==> config.mk <==
export PLATFORM = sky130hd
export DESIGN_NAME = multicycle_ctrl
export DESIGN_NICKNAME = d
export VERILOG_FILES = /design/src/rtl/ctrl_pkg.sv /design/src/rtl/mem_wait_ctr.sv /design/src/rtl/multicycle_ctrl.sv
export SDC_FILE = /design/constraint.sdc
export NUM_CORES = 1
export LEC_CHECK = 0
export CORE_UTILIZATION = 25
export DETAILED_ROUTE_END_ITERATION = 8
export SLEW_MARGIN = 25
export SYNTH_ARGS = -nofsm -noshare
export SYNTH_HDL_FRONTEND = slang
export SYNTH_SLANG_ARGS = --single-unit
==> constraint.sdc <==
create_clock -name clk -period 1.6 [get_ports clk]
set_clock_uncertainty 0.05 [all_clocks]
set_input_delay 0.32 -clock clk [delete_from_list [all_inputs] [get_ports clk]]
set_output_delay 0.32 -clock clk [all_outputs]
set_load 0.05 [all_outputs]
==> src/rtl/ctrl_pkg.sv <==
// Shared types and constants for the multi-cycle MIPS main controller.
// Holds the FSM state enum, opcode/funct codes and datapath select values.
package ctrl_pkg;

  typedef enum logic [3:0] {
    S_FETCH,
    S_DECODE,
    S_MEMADR,
    S_MEMRD,
    S_MEMWB,
    S_MEMWR,
    S_EXEC,
    S_RWB,
    S_EXECI,
    S_IWB,
    S_BRANCH,
    S_JUMP,
    S_JR
  } ctrl_state_t;

  localparam logic [5:0] OP_RTYPE = 6'b000000;
  localparam logic [5:0] OP_LW    = 6'b100011;
  localparam logic [5:0] OP_SW    = 6'b101011;
  localparam logic [5:0] OP_BEQ   = 6'b000100;
  localparam logic [5:0] OP_J     = 6'b000010;
  localparam logic [5:0] OP_ADDI  = 6'b001000;
  localparam logic [5:0] FUNCT_JR = 6'b001000;

  localparam logic [1:0] ALUOP_FUNCT = 2'b00;
  localparam logic [1:0] ALUOP_ADD   = 2'b10;
  localparam logic [1:0] ALUOP_SUB   = 2'b11;

  localparam logic [1:0] SRCB_B     = 2'b00;
  localparam logic [1:0] SRCB_FOUR  = 2'b01;
  localparam logic [1:0] SRCB_IMM   = 2'b10;
  localparam logic [1:0] SRCB_IMMSH = 2'b11;

  localparam logic [1:0] PCSRC_ALU    = 2'b00;
  localparam logic [1:0] PCSRC_ALUOUT = 2'b01;
  localparam logic [1:0] PCSRC_JUMP   = 2'b10;
  localparam logic [1:0] PCSRC_REGA   = 2'b11;

endpackage

==> src/rtl/mem_wait_ctr.sv <==
// Saturating memory-wait counter with a sticky timeout flag.
// Counts stalled cycles; any non-stalled cycle clears the count.
module mem_wait_ctr
  import ctrl_pkg::*;
#(
  parameter int MEM_WAIT_MAX = 15
) (
  input  logic clk,
  input  logic rst,
  input  logic wait_i,
  output logic timeout_o
);

  localparam logic [3:0] MaxCnt = 4'(MEM_WAIT_MAX);

  logic [3:0] cnt_q, cnt_d;
  logic       to_q, to_d;

  always_comb begin
    cnt_d = '0;
    to_d  = to_q;
    if (wait_i) begin
      cnt_d = (cnt_q == MaxCnt) ? cnt_q : cnt_q + 4'd1;
      if (cnt_d == MaxCnt) to_d = 1'b1;
    end
  end

  always_ff @(posedge clk) begin
    if (rst) begin
      cnt_q <= '0;
      to_q  <= 1'b0;
    end else begin
      cnt_q <= cnt_d;
      to_q  <= to_d;
    end
  end

  assign timeout_o = to_q;

endmodule

==> src/rtl/multicycle_ctrl.sv <==
// Main control FSM of the multi-cycle MIPS core.
// Sequences ALU, register file, memory port and PC per instruction.
module multicycle_ctrl
  import ctrl_pkg::*;
#(
  parameter int MEM_WAIT_MAX = 15
) (
  input  logic       clk,
  input  logic       rst,
  input  logic [5:0] op,
  input  logic [5:0] funct,
  input  logic       zero,
  input  logic       mem_ready,
  output logic [1:0] ALUOp,
  output logic       ALUSrcA,
  output logic [1:0] ALUSrcB,
  output logic [1:0] PCSource,
  output logic       PCWrite,
  output logic       PCWriteCond,
  output logic       IorD,
  output logic       MemRead,
  output logic       MemWrite,
  output logic       IRWrite,
  output logic       RegDst,
  output logic       MemtoReg,
  output logic       RegWrite,
  output logic       retire,
  output logic       illegal_op,
  output logic       mem_timeout
);

  ctrl_state_t state_q, state_d;

  logic pcw_c, pcwc_c, mwr_c, irw_c;
  logic rw_c, ret_c, ill_c;
  logic mem_wait;

  // zero gates PCWriteCond inside the datapath, not here
  logic unused_zero;
  assign unused_zero = zero;

  assign mem_wait = !mem_ready &&
    (state_q == S_FETCH || state_q == S_MEMRD ||
     state_q == S_MEMWR);

  mem_wait_ctr #(
    .MEM_WAIT_MAX(MEM_WAIT_MAX)
  ) u_wait (
    .clk      (clk),
    .rst      (rst),
    .wait_i   (mem_wait),
    .timeout_o(mem_timeout)
  );

  always_ff @(posedge clk) begin
    if (rst) state_q <= S_FETCH;
    else     state_q <= state_d;
  end

  always_comb begin
    state_d  = state_q;
    ALUOp    = ALUOP_FUNCT;
    ALUSrcA  = 1'b0;
    ALUSrcB  = SRCB_B;
    PCSource = PCSRC_ALU;
    IorD     = 1'b0;
    MemRead  = 1'b0;
    RegDst   = 1'b0;
    MemtoReg = 1'b0;
    pcw_c    = 1'b0;
    pcwc_c   = 1'b0;
    mwr_c    = 1'b0;
    irw_c    = 1'b0;
    rw_c     = 1'b0;
    ret_c    = 1'b0;
    ill_c    = 1'b0;
    unique case (state_q)
      S_FETCH: begin
        ALUOp   = ALUOP_ADD;
        ALUSrcB = SRCB_FOUR;
        MemRead = 1'b1;
        if (mem_ready) begin
          irw_c   = 1'b1;
          pcw_c   = 1'b1;
          state_d = S_DECODE;
        end
      end
      S_DECODE: begin
        ALUOp   = ALUOP_ADD;
        ALUSrcB = SRCB_IMMSH;
        case (op)
          OP_LW, OP_SW: state_d = S_MEMADR;
          OP_RTYPE:
            state_d = (funct == FUNCT_JR) ?
                      S_JR : S_EXEC;
          OP_ADDI: state_d = S_EXECI;
          OP_BEQ:  state_d = S_BRANCH;
          OP_J:    state_d = S_JUMP;
          default: begin
            ill_c   = 1'b1;
            state_d = S_FETCH;
          end
        endcase
      end
      S_MEMADR: begin
        ALUOp   = ALUOP_ADD;
        ALUSrcA = 1'b1;
        ALUSrcB = SRCB_IMM;
        state_d = (op == OP_LW) ? S_MEMRD : S_MEMWR;
      end
      S_MEMRD: begin
        IorD    = 1'b1;
        MemRead = 1'b1;
        if (mem_ready) state_d = S_MEMWB;
      end
      S_MEMWB: begin
        MemtoReg = 1'b1;
        rw_c     = 1'b1;
        ret_c    = 1'b1;
        state_d  = S_FETCH;
      end
      S_MEMWR: begin
        IorD  = 1'b1;
        mwr_c = 1'b1;
        if (mem_ready) begin
          ret_c   = 1'b1;
          state_d = S_FETCH;
        end
      end
      S_EXEC: begin
        ALUSrcA = 1'b1;
        state_d = S_RWB;
      end
      S_RWB: begin
        RegDst  = 1'b1;
        rw_c    = 1'b1;
        ret_c   = 1'b1;
        state_d = S_FETCH;
      end
      S_EXECI: begin
        ALUOp   = ALUOP_ADD;
        ALUSrcA = 1'b1;
        ALUSrcB = SRCB_IMM;
        state_d = S_IWB;
      end
      S_IWB: begin
        rw_c    = 1'b1;
        ret_c   = 1'b1;
        state_d = S_FETCH;
      end
      S_BRANCH: begin
        ALUOp    = ALUOP_SUB;
        ALUSrcA  = 1'b1;
        PCSource = PCSRC_ALUOUT;
        pcwc_c   = 1'b1;
        ret_c    = 1'b1;
        state_d  = S_FETCH;
      end
      S_JUMP: begin
        PCSource = PCSRC_JUMP;
        pcw_c    = 1'b1;
        ret_c    = 1'b1;
        state_d  = S_FETCH;
      end
      S_JR: begin
        PCSource = PCSRC_REGA;
        pcw_c    = 1'b1;
        ret_c    = 1'b1;
        state_d  = S_FETCH;
      end
      default: state_d = S_FETCH;
    endcase
  end

  assign PCWrite     = pcw_c  & ~rst;
  assign PCWriteCond = pcwc_c & ~rst;
  assign MemWrite    = mwr_c  & ~rst;
  assign IRWrite     = irw_c  & ~rst;
  assign RegWrite    = rw_c   & ~rst;
  assign retire      = ret_c  & ~rst;
  assign illegal_op  = ill_c  & ~rst;

endmodule

==> metrics.yaml <==
synth_xor_area_frac: 0.0300
power_frac_comb: 0.545
drc: 0
max-vdd-ir-drop_uv: 506
htree_levels: 1
nNetsFinal: 220
die_w_microns: 61.2
hold_viol_final: 0
area_delta_synth_final_pct: 143
sequentialPowerShare: 0.264
ys_ff_latch: 9
synth_fp_nets: 135
synth-compound-area-share: 0.241
synth_top_family_by_area: "simple AND/OR/NAND/NOR gates"
violations: "negative setup slack"
io_buffers: 33
core.rowCount: 21
arrival_ns: 1.45
io_pins: 35
crit_fanout: 5
setup_ws_ns: -0.217
rsz0062_at_grt: "true"
yosysWarnings: 0
hp-class: "in2reg"
p_clk_frac: 0.191
grt_usage: 0.181
cts_sinks: 9
grt_max_degree: 11
max_freq_mhz: 550
p_int_mw: 0.580
cts_buffers: 3
outcome: "complete, but fails checks"
gr-total-overflow: 0
final_common_cell: "buf_4"
place_area_sq_um: 1800
ant_nets: 0
netlist_area_sq_um: 877
slew_violations: 0
crit_path_start_kind: "flip-flop"
cts-root-buf: "clkbuf_4"
seq_area_frac_synth: 0.205
n_fill_cell: 256
drtPass1Iterations: 4
drv_cap: 0
first_iter_violations: 24
min_period_over_period: 1.14
final_area_sq_um: 2130
first_global_vias: 1153
vias: 1237
diodes: 0
preCtsSetupSlack_ns: -0.489
wire_per_inst_microns: 14.0
path_class: "reg2out"
fin_util: 0.639
yosysUniqueCellTypes: 44
power_switching_mw: 0.330
antenna_found_initial: 0
initial_core_util: 0.263
wl_mm: 3.47
syn_avg_cell_area_sq_um: 7.43
die_y_microns: 61.2
synthMuxAreaShare: 0.0228
dieArea_sq_um: 3750
multi_input_area_sq_um: 892
dpl.hpwl_mm: 2.50
slew-limit-headroom: 0.776
setup_violations: 18
viasPerCell: 4.99
end_kind: "primary output"
p_leak_nw: 0.872
synth-adder-area-share: 0.0271
grt_pass1_wl_mm: 5.15
tritoncts: "built"
powerDensity_nw_per_um2: 427
final_layout_size_suffix_gt1_frac: 0.599
synth-simple-area-share: 0.419
core_sq_um: 3340
cp.required_ns: 1.23
tightest_slew_ns: 0.333
clockBufferDepth: 2
sw_frac_of_total: 0.363
place_congestion: 0.893
register_area_sq_um: 193
layout_common_cells: "buf_4, buf_6, buf_12, nor2_1"
clk_latency_ns: 0.26
synthCells: 118
total_power_mw: 0.910
min_period_ns: 1.82
clkSlewWorstSetupHoldPaths_ns: 0.06
critical path, cell delays in order (launching register included):
cell and delay (ns):
dfxtp_2 0.35, or2_4 0.28, buf_6 0.14, a211oi_4 0.24, buf_12 0.17
through the flow:
step                setup TNS, ns  instances  hold WS [ns]
floorplan                  -0.367        118         0.373
global placement            -2.96        228         0.485
detailed placement          -3.28        228         0.489
CTS                         -2.34        239         0.502
global route                -3.03        248         0.498
finish                      -2.11        248         0.477
worst paths after layout:
path                        start              end  slack (ns)  cells after the start
hold reg to reg   u_wait.cnt_q[3]  u_wait.cnt_q[2]        0.50                      2
hold / removal                rst       state_q[0]        0.48                      3
setup reg to reg       state_q[0]       state_q[0]       -0.02                      7
setup / recovery       state_q[0]       ALUSrcB[1]       -0.22                      4
metal layers:
metal,wire (microns),GRT usage,vias up,part of all wire
met5,0,0,-,0
met4,65,0.0325,0,0.019
met3,79,0.0168,7,0.023
met2,1920,0.352,33,0.55
met1,1410,0.214,592,0.41
li1,-,-,605,-
layout make-up:
cell class | instances | area share
Tap cell | 46 | 0.0270
Multi-Input combinational cell | 99 | 0.418
Sequential cell | 9 | 0.0904
Clock buffer | 4 | 0.0123
Inverter | 3 | 0.00528
Timing Repair Buffer | 87 | 0.447
cells in the mapped netlist (all sizes together):
library cell,instances,area share
or3,1,0.0071
o32ai,1,0.010
inv,3,0.013
nand3,2,0.011
nor2b,1,0.0071
a311o,1,0.011
o2bb2ai,1,0.010
a21oi,4,0.023
nor2,19,0.081
a22o,1,0.010
o22a,1,0.010
o41ai,1,0.019
nand2,6,0.026
maj3,1,0.013
a211oi,3,0.026
nand4,2,0.014
nor3b,4,0.034
nand3b,2,0.031
a21o,3,0.026
nor3,11,0.068
dfxtp,9,0.21
mux2i,2,0.023
nor4b,4,0.047
or2,1,0.0071
a22oi,1,0.0086
o22ai,2,0.014
a32oi,1,0.019
a31oi,2,0.014
o31a,1,0.010
buf,5,0.031
nand2b,9,0.064
o21ai,4,0.023
nand4b,1,0.010
o21a,1,0.0086
xnor2,3,0.030
and3b,1,0.010
clkbuf,2,0.010
ha,1,0.014
cell families after synthesis:
kind of cell,after synthesis
simple gates,64
flops,9
xor+xnor,3
compound gates,28
fa+ha+maj,2
buf+inv,10
mux,2
state kept, by name (all words and copies together) (netlist names):
name              count
u_wait.timeout_o      1
u_wait.cnt_q          4
state_q               4
power groups by stage:
stage | clock network, mW | logic (mW) | registers [mW]
2_1_floorplan | 0 | 0.232 | 0.247
3_3_place_gp | 0 | 0.418 | 0.247
3_5_place_dp | 0 | 0.426 | 0.249
4_1_cts | 0.175 | 0.459 | 0.239
5_1_grt | 0.188 | 0.523 | 0.241
6_report | 0.173 | 0.496 | 0.241
timing repair:
action                                  in CTS  in global routing
resized for setup                           39                 23
hold buffers                                 0                  0
pin swaps                                   15                  6
endpoints found under the setup margin      20                 22
setup buffers                                7                  9
Power figures use the tool's default switching activity.
